[src/rtl/branch_ctl_if.sv]
// Jump interface between the branch control unit (master) and the program counter
// side (slave), including the return-stack status lines.
interface branch_ctl_if #(
  parameter int D  = 8,
  parameter int LW = 4,
  parameter int SD = 4
);
  localparam int DW = $clog2(SD) + 1;

  logic [2:0]    op;
  logic [LW-1:0] lut_idx;
  logic [D-1:0]  prog_ctr;
  logic          zero_in;
  logic          flag_we;
  logic          lut_we;
  logic [LW-1:0] lut_waddr;
  logic [D-1:0]  lut_wdata;
  logic          jump_en;
  logic [D-1:0]  target;
  logic [DW-1:0] depth;
  logic          stack_ovf;
  logic          stack_unf;

  modport master (
    input  op, lut_idx, prog_ctr, zero_in, flag_we, lut_we, lut_waddr, lut_wdata,
    output jump_en, target, depth, stack_ovf, stack_unf
  );

  modport slave (
    output op, lut_idx, prog_ctr, zero_in, flag_we, lut_we, lut_waddr, lut_wdata,
    input  jump_en, target, depth, stack_ovf, stack_unf
  );
endinterface

[src/rtl/branch_ctl.sv]
// Branch/jump control: decodes the branch op against a registered zero flag,
// resolves targets through a writable LUT and keeps a return-address stack.
module branch_ctl #(
  parameter int D  = 8,
  parameter int LW = 4,
  parameter int SD = 4
) (
  input  logic          clk,
  input  logic          reset,
  branch_ctl_if.master  bus
);
  localparam int AW = $clog2(SD);
  localparam int DW = AW + 1;
  localparam int NL = 2 ** LW;

  localparam logic [2:0] OP_JMP  = 3'b001;
  localparam logic [2:0] OP_BZ   = 3'b010;
  localparam logic [2:0] OP_BNZ  = 3'b011;
  localparam logic [2:0] OP_CALL = 3'b100;
  localparam logic [2:0] OP_RET  = 3'b101;

  logic          flag_q, flag_d;
  logic [D-1:0]  lut_q [NL];
  logic [D-1:0]  lut_d [NL];
  logic [D-1:0]  stk_q [SD];
  logic [D-1:0]  stk_d [SD];
  logic [DW-1:0] depth_q, depth_d;
  logic          ovf_q, ovf_d;
  logic          unf_q, unf_d;

  logic          jump_en;
  logic [D-1:0]  target;
  logic [AW-1:0] push_idx;
  logic [AW-1:0] top_idx;
  logic [D-1:0]  pc_inc;
  logic          full;
  logic          empty;

  // Stack grows upward: depth is the next free slot, depth-1 is the top.
  assign push_idx = depth_q[AW-1:0];
  assign top_idx  = push_idx - AW'(1);
  assign pc_inc   = bus.prog_ctr + D'(1);
  assign full     = (depth_q == DW'(SD));
  assign empty    = (depth_q == '0);

  always_comb begin
    jump_en = 1'b0;
    target  = '0;
    flag_d  = flag_q;
    lut_d   = lut_q;
    stk_d   = stk_q;
    depth_d = depth_q;
    ovf_d   = ovf_q;
    unf_d   = unf_q;

    if (bus.flag_we) flag_d = bus.zero_in;
    if (bus.lut_we)  lut_d[bus.lut_waddr] = bus.lut_wdata;

    case (bus.op)
      OP_JMP: begin
        jump_en = 1'b1;
        target  = lut_q[bus.lut_idx];
      end
      OP_BZ: begin
        jump_en = flag_q;
        target  = lut_q[bus.lut_idx];
      end
      OP_BNZ: begin
        jump_en = ~flag_q;
        target  = lut_q[bus.lut_idx];
      end
      OP_CALL: begin
        jump_en = 1'b1;
        target  = lut_q[bus.lut_idx];
        // A full stack still takes the jump; only the return address is lost.
        if (full) begin
          ovf_d = 1'b1;
        end else begin
          stk_d[push_idx] = pc_inc;
          depth_d         = depth_q + DW'(1);
        end
      end
      OP_RET: begin
        if (empty) begin
          unf_d = 1'b1;
        end else begin
          jump_en = 1'b1;
          target  = stk_q[top_idx];
          depth_d = depth_q - DW'(1);
        end
      end
      default: ;
    endcase
  end

  always_ff @(posedge clk) begin
    if (reset) begin
      flag_q  <= 1'b0;
      lut_q   <= '{default: '0};
      stk_q   <= '{default: '0};
      depth_q <= '0;
      ovf_q   <= 1'b0;
      unf_q   <= 1'b0;
    end else begin
      flag_q  <= flag_d;
      lut_q   <= lut_d;
      stk_q   <= stk_d;
      depth_q <= depth_d;
      ovf_q   <= ovf_d;
      unf_q   <= unf_d;
    end
  end

  assign bus.jump_en   = jump_en;
  assign bus.target    = target;
  assign bus.depth     = depth_q;
  assign bus.stack_ovf = ovf_q;
  assign bus.stack_unf = unf_q;
endmodule

[src/flat_wrapper.sv]
// flat-port wrapper written by rule: the top's interface ports become plain ports
module branch_ctl_flat 
#(
  parameter int D  = 8,
  parameter int LW = 4,
  parameter int SD = 4
)
  (clk, reset, bus_op, bus_lut_idx, bus_prog_ctr, bus_zero_in, bus_flag_we, bus_lut_we, bus_lut_waddr, bus_lut_wdata, bus_jump_en, bus_target, bus_depth, bus_stack_ovf, bus_stack_unf);
  branch_ctl_if #(.D(D), .LW(LW), .SD(SD)) bus_i ();
  input  logic clk;
  input  logic reset;
  input wire logic [$bits(bus_i.op)-1:0] bus_op;
  input wire logic [$bits(bus_i.lut_idx)-1:0] bus_lut_idx;
  input wire logic [$bits(bus_i.prog_ctr)-1:0] bus_prog_ctr;
  input wire logic [$bits(bus_i.zero_in)-1:0] bus_zero_in;
  input wire logic [$bits(bus_i.flag_we)-1:0] bus_flag_we;
  input wire logic [$bits(bus_i.lut_we)-1:0] bus_lut_we;
  input wire logic [$bits(bus_i.lut_waddr)-1:0] bus_lut_waddr;
  input wire logic [$bits(bus_i.lut_wdata)-1:0] bus_lut_wdata;
  output wire logic [$bits(bus_i.jump_en)-1:0] bus_jump_en;
  output wire logic [$bits(bus_i.target)-1:0] bus_target;
  output wire logic [$bits(bus_i.depth)-1:0] bus_depth;
  output wire logic [$bits(bus_i.stack_ovf)-1:0] bus_stack_ovf;
  output wire logic [$bits(bus_i.stack_unf)-1:0] bus_stack_unf;
  assign bus_i.op = bus_op;
  assign bus_i.lut_idx = bus_lut_idx;
  assign bus_i.prog_ctr = bus_prog_ctr;
  assign bus_i.zero_in = bus_zero_in;
  assign bus_i.flag_we = bus_flag_we;
  assign bus_i.lut_we = bus_lut_we;
  assign bus_i.lut_waddr = bus_lut_waddr;
  assign bus_i.lut_wdata = bus_lut_wdata;
  assign bus_jump_en = bus_i.jump_en;
  assign bus_target = bus_i.target;
  assign bus_depth = bus_i.depth;
  assign bus_stack_ovf = bus_i.stack_ovf;
  assign bus_stack_unf = bus_i.stack_unf;
  branch_ctl #(.D(D), .LW(LW), .SD(SD)) u_core (.clk(clk), .reset(reset), .bus(bus_i));
endmodule
[config.mk]
export PLATFORM = sky130hd
export DESIGN_NAME = branch_ctl_flat
export DESIGN_NICKNAME = d
export VERILOG_FILES = /design/src/rtl/branch_ctl_if.sv /design/src/rtl/branch_ctl.sv /design/src/flat_wrapper.sv
export SDC_FILE = /design/constraint.sdc
export NUM_CORES = 1
export LEC_CHECK = 0
export BUFFER_PORTS_ARGS = -buffer_cell sky130_fd_sc_hd__buf_2
export CAP_MARGIN = 20
export CELL_PAD_IN_SITES_DETAIL_PLACEMENT = 1
export CELL_PAD_IN_SITES_GLOBAL_PLACEMENT = 1
export CORE_ASPECT_RATIO = 1.5
export CORE_UTILIZATION = 51
export DETAILED_ROUTE_END_ITERATION = 10
export PLACE_DENSITY_LB_ADDON = 0.2
export SETUP_SLACK_MARGIN = 0.05
export SKIP_LAST_GASP = 1
export SYNTH_ARGS = -nofsm -noshare
export SYNTH_HDL_FRONTEND = slang
export SYNTH_SLANG_ARGS = --single-unit
[constraint.sdc]
create_clock -name clk -period 4.9 [get_ports clk]
set_clock_uncertainty 0.15 [all_clocks]
set_input_delay 0 -clock clk [delete_from_list [all_inputs] [get_ports clk]]
set_output_delay 0 -clock clk [all_outputs]
set_load 0.05 [all_outputs]
# After elaboration in Yosys (flattened, before gate mapping)
# Cells that the tools add are included.
# op_classes
add_sub_neg,4
magnitude_cmp,6
eq_ne,8
n_mux,19
bitwise_logic,6
n_reduce_logical,10
# ops
op,n
$bwmux W128,1
$mux W8,7
$bmux W8 S4,1
$bwmux W32,1
$demux W8 S4,1
$bmux W8 S2,1
$demux W8 S2,1
$pmux W8 S2,1
$ge A5 B5 Y1 const B,2
$not A4 Y5,2
$eq A3 B3 Y1 const B,3
$add A8 B1 Y8 const B,1
$eq A3 B2 Y1 const B,2
$ge A3 B3 Y1 const B,2
$mux W3,2
$not A2 Y3,2
$pmux W3 S2,1
$reduce_and A2 Y1,3
$lt A5 B1 Y1 const B,1
$ne A2 B2 Y1 const B,2
$pmux W1 S4,1
$reduce_or A4 Y1,1
$add A3 B1 Y3 const B,1
$eq A3 B1 Y1 const B,1
10 further kinds,12
# totals
regBits,166
output_inout_bits,14
elab_cells,77

# Depth between registers and ports, before layout
# logic_depth
depth_word,7
ltp_mapped,9
ltp_nobuf,7

# Least setup slack after synthesis
# Ideal clock, no wire load.
# synth_path
kind,register to output
start,reg u_core.depth_q[0] (netlist: u_core.bus.depth[0])
end,out bus_target[7]
t_arrival_ns,2.925
path_slack_ns,1.825
stages_incl_launch_ff,8
n_path_buf,2
cell_sequence,dfxtp_1 clkbuf_1 inv_1 ha_1 buf_1 mux4_2 a22oi_1 o21ai_1
# synth_between
elab_chain_cells,7
word_cells_on_any_way,8
# synth_rtl
item,line,rtl
from (decl),branch_ctl.sv:27,"logic [DW-1:0] depth_q, depth_d;"
from (signal assigned),branch_ctl.sv:108,depth_q <= depth_d;
$sub A2 B1 Y2,branch_ctl.sv:41,assign top_idx = push_idx - AW'(1);
$not A2 Y3 (implied by the code),branch_ctl.sv:88,target = stk_q[top_idx];
$bmux W8 S2,branch_ctl.sv:88,
$mux W8 (implied by the code) (2 in series),branch_ctl.sv:88,
$mux W8 (*),branch_ctl.sv:84,if (empty) begin
$pmux W8 S2 (*),branch_ctl.sv:59,case (bus.op)
to (decl),flat_wrapper.sv:21,output wire logic [$bits(bus_i.target)-1:0] bus_target;
# Mark *: on every way between the ends. The rest lies on a longest branch, timed or not. The select of a mux whose other input is x is not followed.

# Worst setup path in the final report
# layout_path
start,reg u_core.depth_q[0] (netlist: u_core.bus.depth[0])
end,out bus_target[6]
# Same word-level chain as after synthesis.

==> summary.md <==
| Metric | Value |
|---|---|
| Status | completed |
| P_leak | 3.34 nW |
| Initial core utilization | about 52% |
| Layout cells sized above 1 | 13.8% |
| Setup ws final | 1.41 ns |
| Synth Net Count | roughly 840 |
| # Post-CTS Setup Buffers | 0 |
| Routed wire per std cell | 22.3 µm |
| CTS Buf Count | 17 |
| GP Congestion | 0.771 |
| ANT nets after route | 0 |
| Area share of the leading cell type in the synthesized netlist | about 44% |
| Dpl hpwl | 14300 µm |
| Hold Path Class | in -> reg |
| Final core area utilization | 59.3% |
| Deepest level of the CTS H-tree | 4 |
| CP Launch Type | flop |
| Largest net degree at the start of global routing | 100 |
| Port Buffers | 45 |
| Vias post-DR | ~6300 |
| Critical Path Sink Type | output pin |
| Drc violations | 0 |
| Global route overflow | 0 |
| Part of the Yosys area used for sequential elements | 44.1% |
| Period utilization | between 70% and 80% |
| Worst-path clk slew | 0.07 ns |
| Required @ worst endpoint | 4.75 ns |
| Post-layout instance count excluding filler cells | 1036 |
| Syn Inst Count | 797 |
| Warnings, synthesis | 0 |
| Slew margin rel. | 29.8% |
| Power per cell area | about 340 mW/mm² |
| Longest Clk Path Bufs | 2 |
| Die H | 151 µm |
| Clock Latency Late Sink | 0.43 ns |
| DP Area | 0.00773 mm² |
| CTS root buf | clkbuf_16 |
| Layout Nets | 865 |
| Area Growth Syn to Fin | 13.8% |
| Initial DRC count | 290 |
| Critical path class | reg -> out |
| I/O Pins | 46 |
| Cell row count | 54 |
| Die Area | approximately 0.015 mm² |
| Max-Cap Viols | 0 |
| Unrepaired setup endpoints after global routing | false |
| Post-synthesis area per instance | 9.46 µm² |
| Setup_tns | 0 ns |
| CP arrival | 3.34 ns |
| Number of global-route vias before repair | 6807 |
| Total GRT Usage | 31.7% |
| Final instance area | 0.00858 mm² |
| Core box area | 0.0145 mm² |
| Mapped Area | 0.00754 mm² |
| Global-route wire length before repair | 36400 µm |
| Pre-CTS setup slack | about 2 ns |
| Max Slew Vio Count | 0 |
| Vias per Instance | between 6 and 7 |
| DIE WIDTH | 101 µm |
| Initial antenna violation count | 0 |
| Clock Sink Count | 166 |
| FF+latch count, synth | roughly 170 |
| Hold_ws | ~0.017 ns |
| Worst slew pin tran | 1.05 ns |
| Final Hold Violating Endpoints | 0 |
| Placed insts | 975 |
| Ant diodes | 0 |
| CP max FO | 13 |
| CTS tree | done |
| Tmin final | roughly 3.5 ns |
| Unique masters post-synth | 37 |
| Final setup violation count | 0 |
| Synth top area cells | dfxtp_1 (44%), mux2i_1 (7.3%), mux4_2 (6.6%) |
| Post-cts sizing count | 0 |
| Design Power | slightly below 3 mW |
| Fmax | around 290 MHz |
| Peak VDD IR | 210 µV |
| WL final | approximately 23000 µm |
| TritonRoute pass-1 iters | 4 |
| Synth area leader | dfxtp_1 |
## placed cells by master, fill, tap and decap left out, types with 2 or more instances in the layout
cell / n
a211oi_1: 28
a21oi_1: 82
a22oi_1: 8
and2_1: 2
and3_1: 6
buf_2: 45
buf_4: 7
clkbuf_16: 17
clkinv_2: 3
clkinv_4: 6
clkinvlp_4: 2
dfxtp_1: 166
dlygate4sd3_1: 27
ha_1: 6
inv_1: 4
inv_6: 2
mux2_2: 9
mux2i_1: 55
mux4_1: 18
mux4_2: 22
nand2_1: 85
nand2b_1: 6
nand3_1: 11
nand3b_1: 4
nor2_1: 105
nor3_1: 2
nor3b_1: 2
o21ai_0: 82
o21ai_1: 8
xnor2_1: 4
xor2_1: 5
## power by group
| part | internal (mW) | switching, mW |
|---|---|---|
| clock network | 0.703 | 0.575 |
| registers | 1.37 | 0.0167 |
| logic | 0.0900 | 0.177 |
| total | 2.16 | 0.769 |
## cells by family after synthesis
group | count (synthesis) | share of synthesized area [%]
compound gates | 212 | 15.4
xor+xnor | 9 | 1.05
fa+ha+maj | 6 | 0.996
buf+inv | 73 | 4.43
flops | 166 | 44.1
mux | 104 | 21.5
simple gates | 227 | 12.5
## timing repair
item,CTS,global route
endpoints found under the setup margin,0,0
endpoints found under the hold margin,163,0
hold buffers,27,0
## layer usage
| layer | GRT usage, % | wire [µm] | vias to the layer above |
|---|---|---|---|
| met5 | 0 | 0 | - |
| met2 | 57.6 | 12500 | 155 |
| li1 | - | - | 2906 |
| met4 | 17.1 | 922 | 0 |
| met1 | 34.6 | 8940 | 3217 |
| met3 | 5.86 | 768 | 62 |
## cell usage after synthesis
| cell type | n |
|---|---|
| mux2_2 | 9 |
| nand3b_1 | 4 |
| xnor2_1 | 4 |
| mux2i_1 | 55 |
| buf_6 | 3 |
| and3_1 | 6 |
| a21oi_1 | 82 |
| xor2_1 | 5 |
| mux4_2 | 22 |
| a22oi_1 | 8 |
| o21ai_0 | 82 |
| buf_2 | 13 |
| inv_1 | 4 |
| o21ai_1 | 8 |
| a31oi_1 | 1 |
| nor3_1 | 2 |
| clkbuf_1 | 47 |
| a211oi_1 | 28 |
| a41oi_1 | 1 |
| mux4_1 | 18 |
| ha_1 | 6 |
| nand4_1 | 1 |
| buf_1 | 1 |
| nor2b_1 | 1 |
| and2_1 | 2 |
| nand2b_1 | 6 |
| clkbuf_2 | 4 |
| nor3b_1 | 2 |
| or3_1 | 1 |
| nor3b_2 | 1 |
| a2bb2oi_1 | 1 |
| nand2_1 | 85 |
| buf_12 | 1 |
| dfxtp_1 | 166 |
| o21a_1 | 1 |
| nand3_1 | 11 |
| nor2_1 | 105 |
## critical path, cell delays in order (launching register included)
cell	delay, ns
dfxtp_1	0.81
inv_1	0.25
ha_1	0.32
nor2b_1	0.20
nor2_1	0.65
a22oi_1	0.13
o21ai_1	0.22
buf_2	0.32
## final timing paths
check | slack [ns] | endpoint | from | depth (start not counted)
setup / recovery | 1.41 | bus_target[6] | u_core.bus.depth[0] | 7
hold / removal | 0.02 | u_core.lut_q[127] | bus_lut_waddr[2] | 4
setup reg to reg | 2.02 | u_core.stk_q[22] | u_core.bus.depth[0] | 6
hold reg to reg | 0.31 | u_core.lut_q[125] | u_core.lut_q[125] | 2
## flip-flops by register name (all words and copies together) (netlist names)
name / count
u_core.bus.stack_unf: 1
u_core.bus.depth: 3
u_core.lut_q: 128
u_core.stk_q: 32
u_core.flag_q: 1
u_core.bus.stack_ovf: 1
## cell type report
class	instances	area [µm²]
Fill cell	1700	5880
Multi-Input combinational cell	558	3880
Sequential cell	166	3320
Timing Repair Buffer	80	556
Clock buffer	18	429
Tap cell	196	245
Clock inverter	14	130
Inverter	4	15.0
Power figures use the tool's default switching activity.
